**config.mk**
```make
export PLATFORM = sky130hd
export DESIGN_NAME = fifo_rd_drainer
export DESIGN_NICKNAME = d
export VERILOG_FILES = /design/src/rtl/fifo_rd_drainer.sv
export SDC_FILE = /design/constraint.sdc
export NUM_CORES = 1
export LEC_CHECK = 0
export ABC_CLOCK_PERIOD_IN_PS = 6700
export CORE_AREA = 2 2 64 66
export DETAILED_ROUTE_END_ITERATION = 12
export DIE_AREA = 0 0 66 68
export PLACE_DENSITY = 0.86
export SLEW_MARGIN = 20
export SYNTH_ARGS = -nofsm -noshare
export SYNTH_HDL_FRONTEND = slang
export SYNTH_SLANG_ARGS = --single-unit
```
**constraint.sdc**
```tcl
create_clock -name clk -period 6.7 [get_ports clk]
set_input_delay 0.67 -clock clk [delete_from_list [all_inputs] [get_ports clk]]
set_output_delay 0.67 -clock clk [all_outputs]
set_load 0.02 [all_outputs]
```
**src/rtl/fifo_rd_drainer.sv**
```systemverilog
`default_nettype none
// ============================================================================
// Module   : fifo_rd_drainer
// Purpose  : FIFO read master with skid buffer, valid/ready output and flush.
//            Optional beat counter enabled by FIFO_RD_DRAINER_STATS_EN.
// Revision : 1.0 - initial release
// ============================================================================
module fifo_rd_drainer #(
    parameter int FIFO_WIDTH = 16,
    parameter int BUF_DEPTH  = 2
) (
    input  logic                  clk,
    input  logic                  rst,
    input  logic                  enable,
    input  logic                  flush,
    input  logic                  empty,
    input  logic                  underflow,
    input  logic [FIFO_WIDTH-1:0] data_out,
    output logic                  rd_en,
    output logic                  m_valid,
    input  logic                  m_ready,
    output logic [FIFO_WIDTH-1:0] m_data,
    output logic                  flush_done,
    output logic                  proto_err
`ifdef FIFO_RD_DRAINER_STATS_EN
    ,
    output logic [15:0]           beat_cnt
`endif
);

    localparam int AW = (BUF_DEPTH > 1) ? $clog2(BUF_DEPTH) : 1;
    localparam int OW = $clog2(BUF_DEPTH + 1);

    typedef enum logic [1:0] {
        S_IDLE  = 2'd0,
        S_RUN   = 2'd1,
        S_FLUSH = 2'd2
    } state_t;

    state_t                  state;
    logic [OW-1:0]           occ;
    logic                    infl;
    logic [AW-1:0]           head;
    logic [AW-1:0]           tail;
    logic [FIFO_WIDTH-1:0]   mem [BUF_DEPTH];

    logic                    pop;
    logic                    push;
    logic                    flush_start;
    logic                    flush_exit;
    logic [OW:0]             committed;

    assign pop         = m_valid && m_ready;
    assign push        = infl && (state != S_FLUSH);
    assign flush_start = flush && (state != S_FLUSH);
    assign flush_exit  = (state == S_FLUSH) && !flush && empty && !infl;

    // Slots already spoken for once this cycle's pop leaves.
    assign committed = {1'b0, occ} + (OW+1)'(infl) - (OW+1)'(pop);

    always_comb begin
        rd_en = 1'b0;
        case (state)
            S_RUN:   rd_en = !empty && (committed < (OW+1)'(BUF_DEPTH));
            S_FLUSH: rd_en = !empty;
            default: rd_en = 1'b0;
        endcase
    end

    assign m_valid    = (occ != '0) && (state != S_FLUSH);
    assign m_data     = mem[head];
    assign flush_done = flush_exit;

    always_ff @(posedge clk or posedge rst) begin
        if (rst) begin
            state     <= S_IDLE;
            occ       <= '0;
            infl      <= 1'b0;
            head      <= '0;
            tail      <= '0;
            proto_err <= 1'b0;
            for (int i = 0; i < BUF_DEPTH; i++) begin
                mem[i] <= '0;
            end
        end else begin
            infl      <= rd_en;
            proto_err <= proto_err | underflow;

            case (state)
                S_IDLE: begin
                    if (flush)       state <= S_FLUSH;
                    else if (enable) state <= S_RUN;
                end
                S_RUN: begin
                    if (flush)        state <= S_FLUSH;
                    else if (!enable) state <= S_IDLE;
                end
                S_FLUSH: begin
                    if (flush_exit) state <= enable ? S_RUN : S_IDLE;
                end
                default: state <= S_IDLE;
            endcase

            // Entering flush discards everything buffered, including any word landing now.
            if (flush_start) begin
                occ  <= '0;
                head <= '0;
                tail <= '0;
            end else begin
                if (push) begin
                    mem[tail] <= data_out;
                    tail      <= tail + AW'(1);
                end
                if (pop) begin
                    head <= head + AW'(1);
                end
                occ <= occ + OW'(push) - OW'(pop);
            end
        end
    end

`ifdef FIFO_RD_DRAINER_STATS_EN
    always_ff @(posedge clk or posedge rst) begin
        if (rst) begin
            beat_cnt <= '0;
        end else if (pop) begin
            beat_cnt <= beat_cnt + 16'd1;
        end
    end
`endif

endmodule
`default_nettype wire
```
# ---- Yosys cells after proc, flatten, opt, wreduce, memory -nomap -nowiden
# Cells that the tools add are included.
dict set report classes {
  addsub 6
  order_cmp 4
  n_eq_ne 6
  mux 19
  bitwise_logic 4
  n_reduce_logical 18
}
# op count
set op_table {}
lappend op_table {{two-way mux 16 bit} 4}
lappend op_table {{bitwise mux 32 bit} 1}
lappend op_table {{demux 16 bit (select 1 bit)} 1}
lappend op_table {{two-way mux 2 bit} 6}
lappend op_table {{logical AND 1 bit} 9}
lappend op_table {{!= test 3 bit, second input constant} 2}
lappend op_table {{one-hot mux 2 bit (3 select lines)} 1}
lappend op_table {{nonzero test 2 bit} 3}
lappend op_table {{two-way mux 1 bit} 5}
lappend op_table {{>= comparator 2 bit, second input constant} 2}
lappend op_table {{!= test 2 bit, second input constant} 2}
lappend op_table {{inverter 1 -> 2 bit} 2}
lappend op_table {{adder 2 x 1 -> 3 bit} 1}
lappend op_table {{zero test 1 bit} 3}
lappend op_table {{less-than comparator 3 x 2 -> 1 bit, second input constant} 1}
lappend op_table {{AND reduction 3 bit} 1}
lappend op_table {{subtractor 3 x 1 -> 3 bit} 1}
lappend op_table {{adder 1 bit, second input constant} 2}
lappend op_table {{adder 2 x 1 -> 2 bit} 1}
lappend op_table {{equality test 2 x 1 -> 1 bit, second input constant} 1}
lappend op_table {{equality test 2 bit, second input constant} 1}
lappend op_table {{zero test 2 bit} 1}
lappend op_table {{less-than comparator 2 x 1 -> 1 bit, second input constant} 1}
lappend op_table {{one-hot mux 1 bit (2 select lines)} 1}
lappend op_table {{4 further kinds} 4}
dict set report totals {
  ff_bits 40
  input_bits 23
  output_inout_bits 20
  elab_cells 65
}

# ---- Depth between registers and ports, before layout
# Gate-level depths: netlist (run 1).
dict set report depth {
  ltp_word 7
  depth_mapped 10
  depth_no_buf 10
}

# ---- Worst setup path before layout (run 1)
# No wires, ideal clock.
dict set report synth_timing {
  path_type {register to output}
  start {register state[0]}
  end {output rd_en}
  arrival_time_ns 2.550
  required_time_ns 6.030
  path_slack_ns 3.480
  stages_incl_launch_ff 11
  path_buffers 0
  path_cell_list {dfrtp_1 > inv_1 > ha_1 > o21bai_1 > nor2_1 > ha_1 > nand2b_1 > fa_1 > xnor2_1 > a31oi_1 > nor3b_1}
}
dict set report synth_via {
  elab_chain_len 7
  elab_cells_between_ends 9
  cone_classes {add/sub (1); order compare (1); eq/ne (3); mux (1); reduce/logical (3)}
}
# item line_no
set synth_rtl {}
lappend synth_rtl {{from (decl)} 40} ;# state_t state;
lappend synth_rtl {{from (signal assigned)} 99} ;# if (flush_exit) state <= enable ? S_RUN : S_IDLE;
lappend synth_rtl {{!= test 2 bit} 70} ;# assign m_valid = (occ != '0) && (state != S_FLUSH);
lappend synth_rtl {{logical AND 1 bit} 70}
lappend synth_rtl {{logical AND 1 bit} 53} ;# assign pop = m_valid && m_ready;
lappend synth_rtl {{subtractor 3 x 1 -> 3 bit} 59} ;# assign committed = {1'b0, occ} + (OW+1)'(infl) - (OW+1)'(pop);
lappend synth_rtl {{less-than comparator 3 x 2 -> 1 bit} 64} ;# S_RUN: rd_en = !empty && (committed < (OW+1)'(BUF_DEPTH));
lappend synth_rtl {{logical AND 1 bit} 64}
lappend synth_rtl {{one-hot mux 1 bit (2 select lines) (*)} 63} ;# case (state)
lappend synth_rtl {{to (decl)} 19} ;# output logic rd_en,
# Mark *: on every way between the ends. The rest lies on a longest branch, timed or not.

# ---- Worst setup path after layout (run 1)
# Same ends and word-level chain as after synthesis.

==> summary.md, run 1 <==
| Metric | Value |
|---|---|
| CTS Hold Buffers Added | 0 |
| Ys Warns | 0 |
| Die area | about 4500 um^2 |
| Largest net degree at the start of global routing | 26 |
| Grt ovf | 0 |
| Most frequent cells in the layout | 49 x mux2_2, 42 x clkdlybuf4s50_1, 40 x dfrtp_1 |
| Area leader, netlist | dfrtp_1 |
| Clock Latency Late Sink | 290 ps |
| Number of synthesized flops with an enable pin | 0 |
| Yosys reg bits | 40 |
| CP startpoint kind | flop |
| Reg2Reg Setup Slack | about 4200 ps |
| Vias in the first global route | roughly 1300 |
| Max-slew violations | 0 |
| Syn Area/Cell | 13.8 um^2 |
| Slew @ Worst Pin | between 800 and 900 ps |
| Fillers | between 300 and 400 |
| Number of antenna diodes | 0 |
| Starting Density | 50.9% |
| Critical Path RT | a little over 6000 ps |
| Setup TNS | 0 ps |
| Area of the multi-input gates | between 800 and 900 um^2 |
| Root buf cell | clkbuf_8 |
| Post-Synthesis Cell Area | roughly 2000 um^2 |
| Hold Slack | 502 ps |
| Clock-pin slew on the worst setup and hold paths | approximately 80 ps |
| Layout cells sized above 1 | roughly 34% |
| # Post-CTS Setup Buffers | 0 |
| CTS-repair resized insts | 0 |
| First drt pass iteration count | 4 |
| Vias/cell | approximately 5.2 |
| Clock Skew | 10.9 ps |
| Crit Path Category | flop to output port |
| Ys flop type | dfrtp_1 |
| CTS tree | yes |
| Sequential area share after synthesis | around half |
| Cells after synthesis | around 140 |
| Syn Nets | ~170 |
| Share of flip-flops with an asynchronous set or reset | 100% |
| Crit share post-route | roughly three fifths |
| Routed WL | 3680 um |
| Pwr/cell area | between 400 and 500 nW/um^2 |
| Crit-path max FO | 8 |
| RSZ-0062 raised after global routing | no |
| CP Capture Type | output port |
| Critical path arrival | approximately 3400 ps |
| Leak | 0.00113 uW |
| Number of cell rows | 23 |
| P&R area growth vs syn | 27.5% |
| Drc violations | 0 |
| Routed WL per cell | between 15 and 20 um |
| Via count | ~1200 |
| Clock sinks | 40 |
| Top post-synthesis cells by area | dfrtp_1 51%, mux2_2 28%, ha_1 4.5% |
| FMAX | roughly 250 MHz |
| Synth top area share | between 50% and 60% |
| Minimum clock period | roughly 4000 ps |
| Die Width | ~66 um |
| Peak supply drop | approximately 0.00021 V |
| Final Wtd Congestion | 0.780 |
| Total track usage | between 10% and 20% |
| TritonCTS Buffers | 5 |
| Status | finished clean |
| H-tree levels | 2 |
| Height of the die | 68 um |
| First-pass GRT wire length | just under 6000 um |
| Final ANT Viol Nets | 0 |
| Most common cell after layout, fill and taps aside | mux2_2 |
| CTS Buffer Depth | 2 |
| Post-DP HPWL | between 2000 and 3000 um |
| Initial antenna violation count | 0 |
| Max cap viols | 0 |
| Num ports | 43 |
| Hold Path Class | flop to flop |
| Worst slew margin | around 45% |
| Unique masters post-synth | 32 |
| Final setup fails | 0 |
| Port bufs | 42 |
| FF/Latch Area | roughly 1000 um^2 |
| Final net count | 218 |
| Power Total | roughly 1100 uW |
| Number of DRC markers in iteration 0 | 18 |
| Hold Vio Cnt, Final | 0 |
| Core Area | just under 4000 um^2 |
==> cell type report <==
class                   instances  area share (%)
clock buffers                   5            2.75
clock inverters                 3           0.850
inverters                       9            1.35
multi-input cells              88            35.5
flip-flops and latches         40            40.0
well taps                      50            2.50
repair buffers                 43            17.1
==> through the flow <==
stage | instances | utilization [%] | setup slack, ps | cell area [um^2]
after floorplan | 142 | - | 3480 | 1960
after global placement | 230 | 62.6 | 2840 | 2410
after detailed placement | 230 | 62.6 | 2750 | 2410
after CTS | 238 | 64.9 | 2640 | 2500
after global routing | 238 | 64.9 | 2410 | 2500
final | 238 | 64.9 | 2660 | 2500
==> metal layers <==
| metal | global-route usage, % | wire (um) | vias up |
|---|---|---|---|
| met4 | 8.93 | 68 | 0 |
| met2 | 31.8 | 1920 | 34 |
| li1 | - | - | 583 |
| met3 | 6.25 | 203 | 6 |
| met5 | 0 | 0 | - |
| met1 | 19.7 | 1500 | 626 |
==> power breakdown <==
| part | switching [uW] | total, uW | internal, uW | leakage [uW] |
|---|---|---|---|---|
| combinational | 214 | 502 | 289 | 0.000568 |
| sequential | 72.8 | 409 | 336 | 0.000521 |
| clock | 85.9 | 160 | 73.8 | 0.0000445 |
==> cell usage after synthesis (all sizes together), types with 2 or more instances <==
master / instances
nor3: 2
nor2: 3
ha: 7
mux2i: 2
and2: 2
nand2b: 4
o21ai: 2
inv: 9
mux2: 49
dfrtp: 40
nor3b: 3
buf: 4
a21oi: 2
==> logic make-up after synthesis <==
| kind of cell | count (synthesis) | share of synthesized area [%] |
|---|---|---|
| fa+ha+maj | 8 | 5.48 |
| simple gates | 19 | 7.33 |
| flops | 40 | 51.0 |
| mux | 51 | 29.1 |
| compound gates | 8 | 2.42 |
| xor+xnor | 2 | 0.892 |
| buf+inv | 14 | 3.76 |
==> path summary, 6_finish.rpt <==
kind                                 startpoint                   to  cells after the start
setup / recovery           state[0]$_DFFE_PP0P_                rd_en                     11
hold / removal              proto_err$_DFF_PP0_  proto_err$_DFF_PP0_                      1
setup reg to reg           state[0]$_DFFE_PP0P_       infl$_DFF_PP0_                     10
hold reg to reg             proto_err$_DFF_PP0_  proto_err$_DFF_PP0_                      1
max in group asynchronous                   rst     head$_DFFE_PP0P_                      3
min in group asynchronous                   rst  proto_err$_DFF_PP0_                      2
==> worst max-delay path, stage by stage (launching register included) <==
cell,delay (ps)
dfrtp_1,390
inv_1,80
ha_1,270
o21bai_1,230
nor2_1,160
ha_1,250
nand2b_1,150
fa_1,380
xnor2_1,150
a31oi_1,90
nor3b_1,260
clkdlybuf4s50_1,660
==> sequential cells by signal (all words and copies together), names as in the netlist <==
register / count
infl: 1
proto_err: 1
head: 1
state: 2
occ: 2
mem: 32
tail: 1
No activity file was read; power rests on OpenSTA's default activity.
==> run 2, diff against run 1 <==
Settings changed: ABC_CLOCK_PERIOD_IN_PS 6700 to 4000, CORE_AREA 2 2 64 66 to 2 2 66 68, DIE_AREA 0 0 66 68 to 0 0 68 70, PLACE_DENSITY 0.86 to 0.81.
Clock period 6.7 ns to 4 ns, I/O delays scaled along.
==> run 2 against run 1 <==
Compared with the run above:
- clock-buffer cell count grew 2
- combinational power grew 68%
- sequential share of layout area shrank 0.65 points
- final cell count grew 0.84%
- via count is the same
- routed wire length shrank 2.1%
- clock power grew 120%
- largest power group unchanged
- clock skew shrank 6.7 ps
- first-iteration DRC count grew to 2.9 times the previous value
- global-route usage shrank 0.72 points
- final area grew 1.6%
==> summary.md, run 2 (synthesized netlist as in run 1, its figures left out) <==
| Metric | Value |
|---|---|
| CP startpoint kind | flop |
| Final ANT Viol Nets | 0 (unchanged) |
| Max stage delay on crit path | 390 ps (-270 ps) |
| Place WS | 515 ps (-2240 ps) |
| Starting Density | 47.4% (-3.5 points) |
| Initial antenna violation count | 0 (unchanged) |
| Post-DP HPWL | 2550 um (-6.4%) |
| CTS Buffer Depth | 2 (unchanged) |
| Power Total | 1870 uW (+75%) |
| Final setup fails | 0 (unchanged) |
| Worst Setup EP | rd_en |
| Slew @ Worst Pin | 854 ps (+24.1 ps) |
| Setup TNS | 0 ps (unchanged) |
| Num ports | 43 (unchanged) |
| Critical Path Start | state[0]$_DFFE_PP0P_ |
| Clock Latency Late Sink | 280 ps (about the same) |
| Most frequent cells in the layout | 49 x mux2_2, 41 x clkdlybuf4s50_1, 40 x dfrtp_1 |
| Finished Cell Area | 2540 um^2 (+1.6%) |
| Clock-pin slew on the worst setup and hold paths | 70 ps (about the same) |
| Routed WL per cell | 15.0 um (-2.9%) |
| Grt ovf | 0 (unchanged) |
| Vias/cell | 5.20 (-0.83%) |
| Clock sinks | 40 (unchanged) |
| DP Area | 2420 um^2 (+0.10%) |
| Status | finished clean |
| Critical Path RT | 3600 ps (-2430 ps) |
| Root buf cell | clkbuf_8 |
| Crit Reg-Reg Endpoint | infl$_DFF_PP0_ |
| First-pass GRT wire length | 6220 um (+6.5%) |
| Total track usage | 17.4% (-0.72 points) |
| Final Wtd Congestion | 0.803 (+3.0%) |
| R2R cell count | 10 (unchanged) |
| Fillers | 309 (-2.5%) |
| H-tree levels | 2 (unchanged) |
| Final net count | 218 (unchanged) |
| Layout cells sized above 1 | 34.0% (unchanged) |
| Crit share post-route | between 80% and 90% |
| Leak | 0.00117 uW (+3.3%) |
| Number of flip-flops under the largest register name | 32 (unchanged) |
| Top reg by flops | mem |
| Largest net degree at the start of global routing | 41 (+58%) |
| Most frequent CP cell | ha_1 |
| First drt pass iteration count | 4 (unchanged) |
| Crit-path max FO | 8 (unchanged) |
| Number of cell rows | 24 (+4.3%) |
| # Post-CTS Setup Buffers | 0 (unchanged) |
| Reg2Reg Setup Slack | 1470 ps (-2690 ps) |
| Number of antenna diodes | 0 (unchanged) |
| CTS tree | yes |
| Number of DRC markers in iteration 0 | 53 (+35) |
| CP Capture Type | output port |
| Hold Path Class | flop to flop |
| Worst slew margin | 43.0% (-1.6 points) |
| Pwr/cell area | 736 nW/um^2 (+72%) |
| CTS Hold Buffers Added | 0 (unchanged) |
| Die area | 4760 um^2 (+6.1%) |
| Clock Skew | 4.16 ps (-6.72 ps) |
| Critical path arrival | 2980 ps (-390 ps) |
| Minimum clock period | 3380 ps |
| FMAX | ~300 MHz |
| RSZ-0062 raised after global routing | no |
| CP max stage cell | dfrtp_1 |
| Worst reg2reg startpoint | state[0]$_DFFE_PP0P_ |
| TritonCTS Buffers | 5 (unchanged) |
| Peak supply drop | 0.000450 V (+110%) |
| Routed WL | 3610 um (-2.1%) |
| Max cap viols | 0 (unchanged) |
| Core Area | 4140 um^2 (+7.5%) |
| Most common cell after layout, fill and taps aside | mux2_2 |
| Crit Path Category | flop to output port |
| P&R area growth vs syn | 29.6% |
| Via count | 1249 (unchanged) |
| Height of the die | 70 um (+2.9%) |
| Max-slew violations | 0 (unchanged) |
| Die Width | 68 um (+3.0%) |
| Final setup margin | 622 ps (-2040 ps) |
| Port bufs | 42 (unchanged) |
| Drc violations | 0 (unchanged) |
| CTS-repair resized insts | 0 (unchanged) |
| Hold Vio Cnt, Final | 0 (unchanged) |
| Top Registers | mem x32, occ x2, state x2 |
| Vias in the first global route | 1414 (+5.8%) |
| Critical path, cell by cell | inv_1, ha_1, o21bai_1, nor2_1, ha_1, nand2b_1, fa_1, xnor2_1, a31oi_1, nor3b_1, dlymetal6s2s_1 |
==> run 2: cell count changes in the layout (fill, tap and decap cells not counted) <==
cell | previous run | this run
clkdlybuf4s50_1 | 42 | 41
clkbuf_8 | 5 | 7
clkinvlp_4 | 1 | 0
dlymetal6s2s_1 | 0 | 1
inv_6 | 1 | 0
bufinv_16 | 0 | 1
clkinv_2 | 1 | 0
==> run 2: how the worst min path moves through the flow <==
| stage | from | end | cells after the start |
|---|---|---|---|
| after floorplan | mem[0]$_DFFE_PP0P_ | mem[0]$_DFFE_PP0P_ | 1 |
| after global placement | proto_err$_DFF_PP0_ | proto_err$_DFF_PP0_ | 1 |
| after detailed placement | proto_err$_DFF_PP0_ | proto_err$_DFF_PP0_ | 1 |
| after CTS | proto_err$_DFF_PP0_ | proto_err$_DFF_PP0_ | 1 |
| after global routing | proto_err$_DFF_PP0_ | proto_err$_DFF_PP0_ | 1 |
| final | proto_err$_DFF_PP0_ | proto_err$_DFF_PP0_ | 1 |
==> run 2: where the power goes <==
part	internal [uW]	switching, uW
Combinational	484	361
Sequential	563	115
Clock	220	132
Total	1270	608
==> run 2: worst max-delay path: cells and delay by family (launching register included) <==
kind,cells,cell delay [ps]
fa+ha+maj,3,920
buf+inv,2,340
flops,1,390
simple gates,3,560
compound gates,2,330
xor+xnor,1,150
==> run 2: layer usage <==
metal	vias up	share of wire, %	wire (um)	GRT usage, %
met2	38	50	1800	28.3
met1	621	43	1550	21.7
met3	10	5.4	195	4.03
li1	580	-	-	-
met5	-	0	0	0
met4	0	1.6	56	7.78
==> run 2: final cells by class <==
cell class | instances | area (um^2) | share of cell area [%]
Tap cell | 52 | 65.1 | 2.56
Timing Repair Buffer | 43 | 430 | 16.9
Inverter | 9 | 33.8 | 1.33
Clock inverter | 1 | 30.0 | 1.18
Multi-Input combinational cell | 88 | 888 | 34.9
Clock buffer | 7 | 96.3 | 3.79
Sequential cell | 40 | 1000 | 39.3
==> run 2: through the flow <==
step	utilization [%]	hold slack [ps]	std cells
floorplan	-	475	142
global placement	58.3	451	232
detailed placement	58.3	455	232
CTS	61.4	479	240
global route	61.4	494	240
finish	61.4	474	240
==> run 3, diff against run 2 <==
Settings changed: ABC_CLOCK_PERIOD_IN_PS 4000 to 2800, CORE_AREA 2 2 66 68 to 2 2 70 72, DIE_AREA 0 0 68 70 to 0 0 72 74, PLACE_DENSITY 0.81 to 0.76.
Clock period 4 ns to 2.8 ns, I/O delays scaled along.
==> run 3 against run 2 <==
Compared with the run above:
- sequential share of layout area decreased by 1.6 points
- die area increased by 12%
- critical endpoint unchanged
- critical path depth decreased by 1
- routed wire length increased by 8.8%
- clock skew about the same
- worst setup slack got worse by 600 ps
==> summary.md, run 3 (synthesized netlist as in run 1, its figures left out) <==
| Metric | Value |
|---|---|
| Critical path arrival | 2500 ps (-480 ps) |
| Area of the multi-input gates | 920 um^2 (+3.5%) |
| Critical Path RT | 2520 ps (-1080 ps) |
| Via count | 1308 (+4.7%) |
| Minimum clock period | 2780 ps |
| Clock Skew | 4.52 ps (+0.354 ps) |
| Global routing usage on met2 | 28.2% (-0.074 points) |
| Starting Density | 42.7% (-4.7 points) |
| Number of DRC markers in iteration 0 | 28 (-47%) |
| FMAX | ~360 MHz |
| Util after Layout | 57.6% (-3.8 points) |
| Final net count | 233 (+6.9%) |
| Port bufs | 42 (unchanged) |
| Critical path, cell by cell | inv_2, ha_2, o21bai_4, nor2_2, ha_1, nand2b_4, fa_2, a31oi_1, nor3b_2, buf_4 |
| Top Registers | mem x32, occ x2, state x2 |
| Number of flip-flops under the largest register name | 32 (unchanged) |
| CTS tree | yes |
| M1 GR Usage | 18.6% (-3.2 points) |
| Max stage delay on crit path | 510 ps (+120 ps) |
| Drc violations | 0 (unchanged) |
| WP buf/inv | 2 (unchanged) |
| CTS Hold Buffers Added | 0 (unchanged) |
| Crit Path Category | flop to output port |
| Height of the die | 74 um (+5.7%) |
| Root buf cell | clkbuf_8 |
| Clock-pin slew on the worst setup and hold paths | 70 ps (about the same) |
| Crit-path max FO | 2 (-6) |
| Routing usage on met3 | 5.83% (+1.8 points) |
| Hold Vio Cnt, Final | 0 (unchanged) |
| Total track usage | 16.3% (-1.2 points) |
| Leak | 0.00122 uW (+4.4%) |
| CP startpoint kind | flop |
| Grt ovf | 0 (unchanged) |
| Max cap viols | 0 (unchanged) |
| First-pass GRT wire length | 6560 um (+5.3%) |
| Initial antenna violation count | 0 (unchanged) |
| Vias in the first global route | 1441 (+1.9%) |
| Number of cell rows | 25 (+4.2%) |
| Non-filler cells, final | 257 (+7.1%) |
| Final Wtd Congestion | 0.764 (-4.9%) |
| Pwr/cell area | 1020 nW/um^2 (+38%) |
| Die area | 5330 um^2 (+12%) |
| Largest net degree at the start of global routing | 41 (unchanged) |
| Placed instance count | 246 (+6.0%) |
| CP max stage cell | fa_2 |
| Top reg by flops | mem |
| First drt pass iteration count | 4 (unchanged) |
| P&R area growth vs syn | 35.0% |
| FF/Latch Area | 1000 um^2 (unchanged) |
| H-tree levels | 2 (unchanged) |
| Crit share post-route | between 90 and 100% |
| Number of antenna diodes | 0 (unchanged) |
| Vias/cell | 5.09 (-2.2%) |
| Num ports | 43 (unchanged) |
| Post-DP HPWL | 2870 um (+13%) |
| Fillers | 384 (+24%) |
| Final setup fails | 0 (unchanged) |
| CP delay by family, top | adder cells |
| Routed WL | 3920 um (+8.8%) |
| Layout cells sized above 1 | 41.9% (+7.8 points) |
| Routed WL per cell | 15.3 um (+1.6%) |
| TritonCTS Buffers | 5 (unchanged) |
| Clock sinks | 40 (unchanged) |
| Status | finished clean |
| Max-slew violations | 0 (unchanged) |
| Top Usage Layer GRT | met2 |
| DP Area | 2510 um^2 (+4.0%) |
| Finished Cell Area | 2650 um^2 (+4.1%) |
| Slew @ Worst Pin | 800 ps (-54.0 ps) |
| Worst slew margin | 46.7% (+3.7 points) |
| Most common cell after layout, fill and taps aside | mux2_2 |
| Core Area | 4600 um^2 (+11%) |
| Die Width | 72 um (+5.9%) |
| RSZ-0062 raised after global routing | yes |
| CP Capture Type | output port |
| Peak supply drop | 0.000635 V (+41%) |
| Most frequent cells in the layout | 49 x mux2_2, 41 x clkdlybuf4s50_1, 40 x dfrtp_1 |
| Hold Path Class | primary input to async pin |
| Final ANT Viol Nets | 0 (unchanged) |
| CTS Buffer Depth | 2 (unchanged) |
| Clock Latency Late Sink | 290 ps (about the same) |
run 3: cell count changes in the layout (fill, tap and decap cells not counted), sizes merged:
cell / delta
buf: +16
bufinv: -1
clkbuf: +1
dlymetal6s2s: -1
run 3: final cells by class:
type	instances	share of cell area [%]
Sequential cell	40	37.8
Inverter	9	1.27
Tap cell	54	2.55
Multi-Input combinational cell	88	34.7
Clock buffer	8	3.40
Timing Repair Buffer	58	20.3
run 3: metrics by stage:
| step | total power (uW) | TNS (ps) | hold slack, ps | worst slack [ps] |
|---|---|---|---|---|
| floorplan | 1750 | 0 | 392 | 169 |
| global placement | 2220 | -234 | 452 | -234 |
| detailed placement | 2290 | -300 | 459 | -300 |
| CTS | 2730 | -25.5 | 420 | -25.5 |
| global route | 2890 | -115 | 454 | -115 |
| finish | 2700 | 0 | 408 | 21.2 |
run 3: routing by layer:
metal / vias to the layer above / wire (um)
li1: 611 / -
met1: 655 / 1590
met2: 36 / 2020
met3: 6 / 260
met4: 0 / 55
met5: - / 0
run 3: final timing paths:
check	from	end	slack, ps	cells after the start
max	state[0]$_DFFE_PP0P_	rd_en	20	10
min	rst	mem[5]$_DFFE_PP0P_	410	3
max reg2reg	state[0]$_DFFE_PP0P_	infl$_DFF_PP0_	340	13
min reg2reg	proto_err$_DFF_PP0_	proto_err$_DFF_PP0_	480	1
max in group asynchronous	rst	state[0]$_DFFE_PP0P_	2060	3
min in group clk	proto_err$_DFF_PP0_	proto_err$_DFF_PP0_	480	1
run 3: power breakdown:
part	switching, uW	internal (uW)	total, uW	leakage (uW)
sequential	161	805	966	0.000521
combinational	568	790	1360	0.000656
clock	177	201	378	0.0000455
total	906	1800	2700	0.00122
run 3: worst reg2reg max path: cells and delay by family (launching register included):
kind            cells  cell delay, ps
fa+ha+maj           3             750
xor+xnor            1             130
buf+inv             4             430
flops               1             360
simple gates        3             310
compound gates      2             370
run 3: repair_timing:
| item | CTS | global route |
|---|---|---|
| setup buffers | 2 | 1 |
| resized for setup | 10 | 1 |
| pin swaps | 3 | 2 |
| endpoints found under the hold margin | 0 | 0 |
| endpoints found under the setup margin | 1 | 1 |
